===== src/rtl/game_controller.sv =====
// game_controller -- top-level sequencer for the whack-a-mole game.
//
// Runs the IDLE -> LOAD -> START -> DONE game flow, drives the scoreboard
// clear/trigger inputs from player hit pulses and keeps a BCD countdown of
// the seconds left in the round.
//
// Optional feature macro: SCORE_SAT_EN
//   defined   : a 10-bit hit counter suppresses triggers once 999 have been
//               issued in the current round, so the scoreboard saturates.
//   undefined : every hit taken in START produces a trigger.
//
// Ports:
//   clk           in   system clock
//   rst           in   asynchronous, active-high reset
//   start_btn     in   debounced start button level (acted on at rising edge)
//   hit           in   one-cycle pulse per mole hit
//   global_state  out  IDLE=00 LOAD=01 START=10 DONE=11 (FSM state register)
//   score_clear   out  high for the whole of LOAD
//   score_trigger out  one-cycle pulse, hit delayed by one cycle, START only
//   time_tens     out  BCD tens of seconds remaining
//   time_ones     out  BCD ones of seconds remaining
//   game_over     out  high while in DONE
//
// Handshake note: there is no valid/ready flow here; hit and score_trigger
// are single-cycle strobes with no back-pressure, and a strobe is consumed
// on the clock edge where it is sampled high.
module game_controller #(
  parameter int TICKS_PER_SEC = 100_000_000,
  parameter int GAME_SECONDS  = 30,
  parameter int LOAD_CYCLES   = 16
) (
  input  logic       clk,
  input  logic       rst,
  input  logic       start_btn,
  input  logic       hit,
  output logic [1:0] global_state,
  output logic       score_clear,
  output logic       score_trigger,
  output logic [3:0] time_tens,
  output logic [3:0] time_ones,
  output logic       game_over
);

  localparam int PW = $clog2(TICKS_PER_SEC);
  localparam int LW = (LOAD_CYCLES > 1) ? $clog2(LOAD_CYCLES) : 1;
  localparam logic [PW-1:0] PRESC_MAX = PW'(TICKS_PER_SEC - 1);
  localparam logic [LW-1:0] LOAD_MAX  = LW'(LOAD_CYCLES - 1);
  localparam logic [3:0]    INIT_TENS = 4'(GAME_SECONDS / 10);
  localparam logic [3:0]    INIT_ONES = 4'(GAME_SECONDS % 10);

  typedef enum logic [1:0] {
    IDLE  = 2'b00,
    LOAD  = 2'b01,
    START = 2'b10,
    DONE  = 2'b11
  } state_t;

  state_t        state, next_state;
  logic          start_btn_q;
  logic          start_edge;
  logic [LW-1:0] load_cnt;
  logic [PW-1:0] presc;
  logic          load_done;
  logic          sec_wrap;
  logic          last_sec;
  logic          issue;

  assign start_edge = start_btn & ~start_btn_q;
  assign load_done  = (load_cnt == LOAD_MAX);
  assign sec_wrap   = (presc == PRESC_MAX);
  assign last_sec   = (time_tens == 4'd0) && (time_ones == 4'd1);

  // Cleared in reset so a button held through reset release counts as a press.
  always_ff @(posedge clk or posedge rst) begin
    if (rst) start_btn_q <= 1'b0;
    else     start_btn_q <= start_btn;
  end

  always_ff @(posedge clk or posedge rst) begin
    if (rst) state <= IDLE;
    else     state <= next_state;
  end

  always_comb begin
    next_state = state;
    case (state)
      IDLE:    if (start_edge) next_state = LOAD;
      LOAD:    if (load_done) next_state = START;
      START:   if (sec_wrap && last_sec) next_state = DONE;
      DONE:    if (start_edge) next_state = LOAD;
      default: next_state = IDLE;
    endcase
  end

  // Load counter, prescaler and BCD countdown. The prescaler is held at zero
  // outside START so the first second is a full TICKS_PER_SEC cycles long.
  always_ff @(posedge clk or posedge rst) begin
    if (rst) begin
      load_cnt  <= '0;
      presc     <= '0;
      time_tens <= INIT_TENS;
      time_ones <= INIT_ONES;
    end else begin
      case (state)
        LOAD: begin
          load_cnt  <= load_done ? '0 : load_cnt + 1'b1;
          presc     <= '0;
          time_tens <= INIT_TENS;
          time_ones <= INIT_ONES;
        end
        START: begin
          load_cnt <= '0;
          if (sec_wrap) begin
            presc <= '0;
            if (time_ones == 4'd0) begin
              time_ones <= 4'd9;
              time_tens <= time_tens - 4'd1;
            end else begin
              time_ones <= time_ones - 4'd1;
            end
          end else begin
            presc <= presc + 1'b1;
          end
        end
        default: begin
          load_cnt <= '0;
          presc    <= '0;
        end
      endcase
    end
  end

`ifdef SCORE_SAT_EN
  logic [9:0] hit_cnt;

  // Stop issuing once 999 triggers went out this round.
  assign issue = hit && (state == START) && (hit_cnt != 10'd999);

  always_ff @(posedge clk or posedge rst) begin
    if (rst)                 hit_cnt <= '0;
    else if (state == LOAD)  hit_cnt <= '0;
    else if (issue)          hit_cnt <= hit_cnt + 10'd1;
  end
`else
  assign issue = hit && (state == START);
`endif

  always_ff @(posedge clk or posedge rst) begin
    if (rst) score_trigger <= 1'b0;
    else     score_trigger <= issue;
  end

  assign global_state = state;
  assign score_clear  = (state == LOAD);
  assign game_over    = (state == DONE);

endmodule


===== config.mk =====
export PLATFORM = sky130hd
export DESIGN_NAME = game_controller
export DESIGN_NICKNAME = d
export VERILOG_FILES = /design/src/rtl/game_controller.sv
export SDC_FILE = /design/constraint.sdc
export NUM_CORES = 1
export LEC_CHECK = 0
export CAP_MARGIN = 10
export CORE_MARGIN = 1
export CORE_UTILIZATION = 60
export DETAILED_ROUTE_END_ITERATION = 7
export PLACE_DENSITY = 0.8
export SKIP_CTS_REPAIR_TIMING = 1
export SYNTH_ARGS = -nofsm -noshare
export SYNTH_HDL_FRONTEND = slang
export SYNTH_SLANG_ARGS = --single-unit
export TNS_END_PERCENT = 20

===== constraint.sdc =====
create_clock -name clk -period 5.02 [get_ports clk]
set_clock_uncertainty 0.15 [all_clocks]
set_input_delay 1.004 -clock clk [delete_from_list [all_inputs] [get_ports clk]]
set_output_delay 1.004 -clock clk [all_outputs]
set_load 0.05 [all_outputs]

**After elaboration in Yosys (flattened, before gate mapping)**

Cells that the tools add are included.
W data, S select, Z words.

- Register bits: 43
- Bits of input ports: 4
- Output and inout bits: 13
- Logic and storage cells: 49

- $add $sub $neg: 4
- Equality and inequality tests: 11
- Muxes and demuxes: 14
- Bitwise gates (word level): 2
- Reductions and logical operators: 11

Operators by type and width:

| cell | count |
|---|---|
| $mux W27 | 2 |
| $add A27 B1 Y27 const B | 1 |
| $eq A27 B27 Y1 const B | 1 |
| $mux W4 | 6 |
| $pmux W4 S2 | 2 |
| $logic_not A4 Y1 | 2 |
| $sub A4 B1 Y4 const B | 2 |
| $mux W2 | 3 |
| $ne A2 B2 Y1 const B | 3 |
| $pmux W2 S3 | 1 |
| $reduce_and A3 Y1 | 2 |
| $add A4 B1 Y4 const B | 1 |
| $eq A2 B2 Y1 const B | 2 |
| $eq A4 B1 Y1 const B | 1 |
| $eq A4 B4 Y1 const B | 1 |
| $ne A2 B1 Y1 const B | 2 |
| $logic_and A1 B1 Y1 | 3 |
| $eq A2 B1 Y1 const B | 1 |
| $logic_not A2 Y1 | 1 |
| $reduce_and A2 Y1 | 1 |
| $reduce_bool A2 Y1 | 1 |
| $reduce_or A2 Y1 | 1 |
| $and A1 B1 Y1 | 1 |
| $not A1 Y1 | 1 |

**Depth between registers and ports, before layout**

- Word-level depth: 5
- Depth in mapped cells: 7
- Mapped depth without buffers: 7

**Worst setup path before layout**

Ideal clock, no wire load.

- Path type: reg-to-output
- Start point: register state[0] (netlist: global_state[0])
- End point: output port score_clear
- Arrival: 1.267 ns
- Data required time: 3.866 ns
- Setup slack: 2.599 ns
- Stages on the path, launching flop included: 2
- Cells stage by stage: dfrtp_1 > ha_1

- Word-level cells in the longest chain between the ends: 1

RTL lines:

| what | line | text |
|---|---|---|
| start, declared | 58 | `state_t state, next_state;` |
| start signal, assigned | 81 | `else state <= next_state;` |
| $eq A2 B1 Y1 | 154 | `assign score_clear = (state == LOAD);` |
| end, declared | 37 | `output logic score_clear,` |

Every way passes these cells.

**Worst setup path after layout**

- Start point: register state[1] (netlist: global_state[1])
- End point: output port score_clear

The elaborated chain is that of the path after synthesis.

==> reports/results.ini <==
[clock_tree]
cts.sinks = 43
clk_pin_slew_ns = 0.08
cts_tree = built
numCtsBuffers = 5
clk_latency_ns = 0.30
clockRootBuffer = clkbuf_8
htree_levels = 2
cts_buffer_depth = 2

[final_layout]
final_cell_area_um2 = 2577
syn_to_final_growth_pct = 13.25
antenna_cells = 0
nFillCells = 290
post-route-util_pct = 70.40
drive_above_1_share_pct = 5.814
final_nets = 271
final_cells = 306

[yosys]
synth.largest_area_cell = dfrtp_1
ys_warn_count = 0
synth_top_area_share_pct = 45.08
synth_fp_nets = 253
syn_area_um2 = 2276
yosys_register_bits = 43
yosys-top-cells-area = dfrtp_1 (45%), ha_1 (5.5%), nor2_1 (4.9%), xnor2_1 (4.6%), xor2_1 (4.2%)
synth_seq_area_share_pct = 47.39
post_synth.cell_area_avg_um2 = 9.523
yosysUniqueCellTypes = 36
synthCells = 239

[global_route]
grt-ovfl-total = 0
grt_pass1_vias = 1679
grt_antenna_before_repair = 0
grt_pass1_wl_um = 7631
grt_start_max_net_pins = 41
grt_use_total_pct = 24.60

[timing]
rsz0062_at_grt = false
slew_headroom_pct = 25.26
timing.hold.ws_ns = 0.3272
slew_viol_final = 0
fin_crit_ns = 3.066
worstMarginPinSlew_ns = 1.121
post-route-period-util_pct = 61.07
setup_ws_ns = 1.954
setup_viol = 0
fmax_mhz = 326.2
hold_viol = 0
fin_setup_tns_ns = 0

[route]
drc = 0
first_pass_iters = 4
viasPerCell = 5.758
drt_iter0_drc = 154
drt-total-wl_um = 4395
vias = 1762
drtAntennaViolNets = 0
routedWlPerCell_um = 14.36

[worst_setup_path]
crit_arrival_ns = 1.91
cpPeakStageDelay_ns = 0.84
required_ns = 3.87
critPathSlowestCell = clkdlybuf4s50_1
cp-end-kind = output pin
r2r_setup_slack_ns = 2.27
cp_cell_sequence = inv_1 > ha_1 > clkdlybuf4s50_1
path_class = reg -> out
cp_max_fo = 5
crit_path_start_kind = flop

[status]
status = finished, final reports clean

[pwr]
switchingPower_mw = 0.3275
p_comb_share_pct = 30.9
p_leak_nw = 1.063
p_clk_share_pct = 26.2
p_seq_share_pct = 42.9
power-per-cell-area_nw_per_um2 = 351.9
ir_drop_mv = 0.1811
p_int_mw = 0.5794
switching_share_pct = 36.11
total_power_mw = 0.9070

[hold_path]
hold_class = reg -> reg

[placed_design]
place.port_buffers = 16
place_hpwl_um = 3148
dp_slack_ns = 2.275
dp.cells = 298
place_area_um2 = 2477
gp_congestion = 0.7635

[floorplan]
die-area_um2 = 4044
io-pin-count = 17
rows = 22
die_y_um = 63.59
die_w_um = 63.59
initial_core_util_pct = 62.17
coreArea_um2 = 3661

[flow_run]
max_cap_viol_count = 0

cell families after synthesis:
| group | synth area share (%) |
|---|---|
| compound gates | 8.576 |
| buf+inv | 3.793 |
| flops | 47.39 |
| fa+ha+maj | 5.498 |
| mux | 1.319 |
| simple gates | 24.57 |
| xor+xnor | 8.851 |
synth_stat cells:
cell       number
a31o_2          1
and4_2          1
clkbuf_1        3
o21a_1          1
a311oi_1        1
o21ai_0         7
o31ai_1         2
and2_1          2
a31oi_1         3
a21oi_1        13
inv_1          16
xnor2_1        12
dfrtp_1        41
or4_1           1
nor3_1          9
buf_2           3
nor4_1          6
o21ai_2         1
dfstp_2         2
nand2b_1        1
nand4_1         9
xor2_1         11
or3_1           5
nor4b_1         2
mux2i_1         3
nand2_1        14
ha_1           10
nand4_2         1
or3b_2          1
o2bb2ai_1       2
a41o_1          1
nor2b_1         2
and4_1          6
and3_1          3
nand3_1        13
nor2_1         30
worst max-delay path: cells and delay by family, from the launching register on:
| kind | cells | cell delay, ns |
|---|---|---|
| flip-flops | 1 | 0.41 |
| adder cells (fa/ha/maj) | 1 | 0.26 |
| buffers and inverters | 2 | 0.95 |
power by group through the flow:
stage,Sequential (mW),Clock (mW),Combinational (mW)
finish,0.389,0.238,0.280
global route,0.394,0.252,0.304
CTS,0.390,0.242,0.282
detailed placement,0.396,0,0.280
global placement,0.395,0,0.276
floorplan,0.426,0,0.175
final cells by class:
type	instances	area (um2)	area share [%]
clock buffers	8	100.1	3.883
inverters	16	60.06	2.330
multi-input cells	174	1111	43.11
flip-flops and latches	43	1079	41.84
well taps	48	60.06	2.330
repair buffers	17	167.7	6.505
final timing paths:
kind | startpoint | to | cells after the start
setup / recovery | global_state[1] | score_clear | 3
hold / removal | load_cnt[0] | load_cnt[0] | 1
setup reg to reg | presc[0] | time_ones[1] | 6
hold reg to reg | load_cnt[0] | load_cnt[0] | 1
max in group asynchronous | rst | time_tens[1] | 3
min in group asynchronous | rst | load_cnt[1] | 2
layer usage:
metal | routed length (um) | GRT usage [%]
met5 | 0 | 0
met4 | 54 | 7.670
met3 | 189 | 5.978
met2 | 1976 | 37.23
met1 | 2175 | 34.72
sequential cells by signal (all words and copies together) (netlist names):
name,count
global_state,2
load_cnt,4
presc,27
time_tens,4
score_trigger,1
start_btn_q,1
time_ones,4
cell usage in the layout, fill, tap and decap left out, types with 2 or more instances in the layout:
cell type / instances
nor2_1: 30
ha_1: 10
nand3_1: 13
nand4_1: 9
and4_1: 6
mux2i_1: 3
and3_1: 3
o31ai_1: 2
inv_1: 16
o2bb2ai_1: 2
clkbuf_8: 7
nand2_1: 14
dfstp_2: 2
o21ai_0: 7
xnor2_1: 12
nor4_1: 6
nor2b_1: 2
xor2_1: 11
nor3_1: 9
dfrtp_1: 41
clkdlybuf4s50_1: 16
nor4b_1: 2
a31oi_1: 3
a21oi_1: 13
and2_1: 2
or3_1: 5
(Power assumes the default switching activity.)
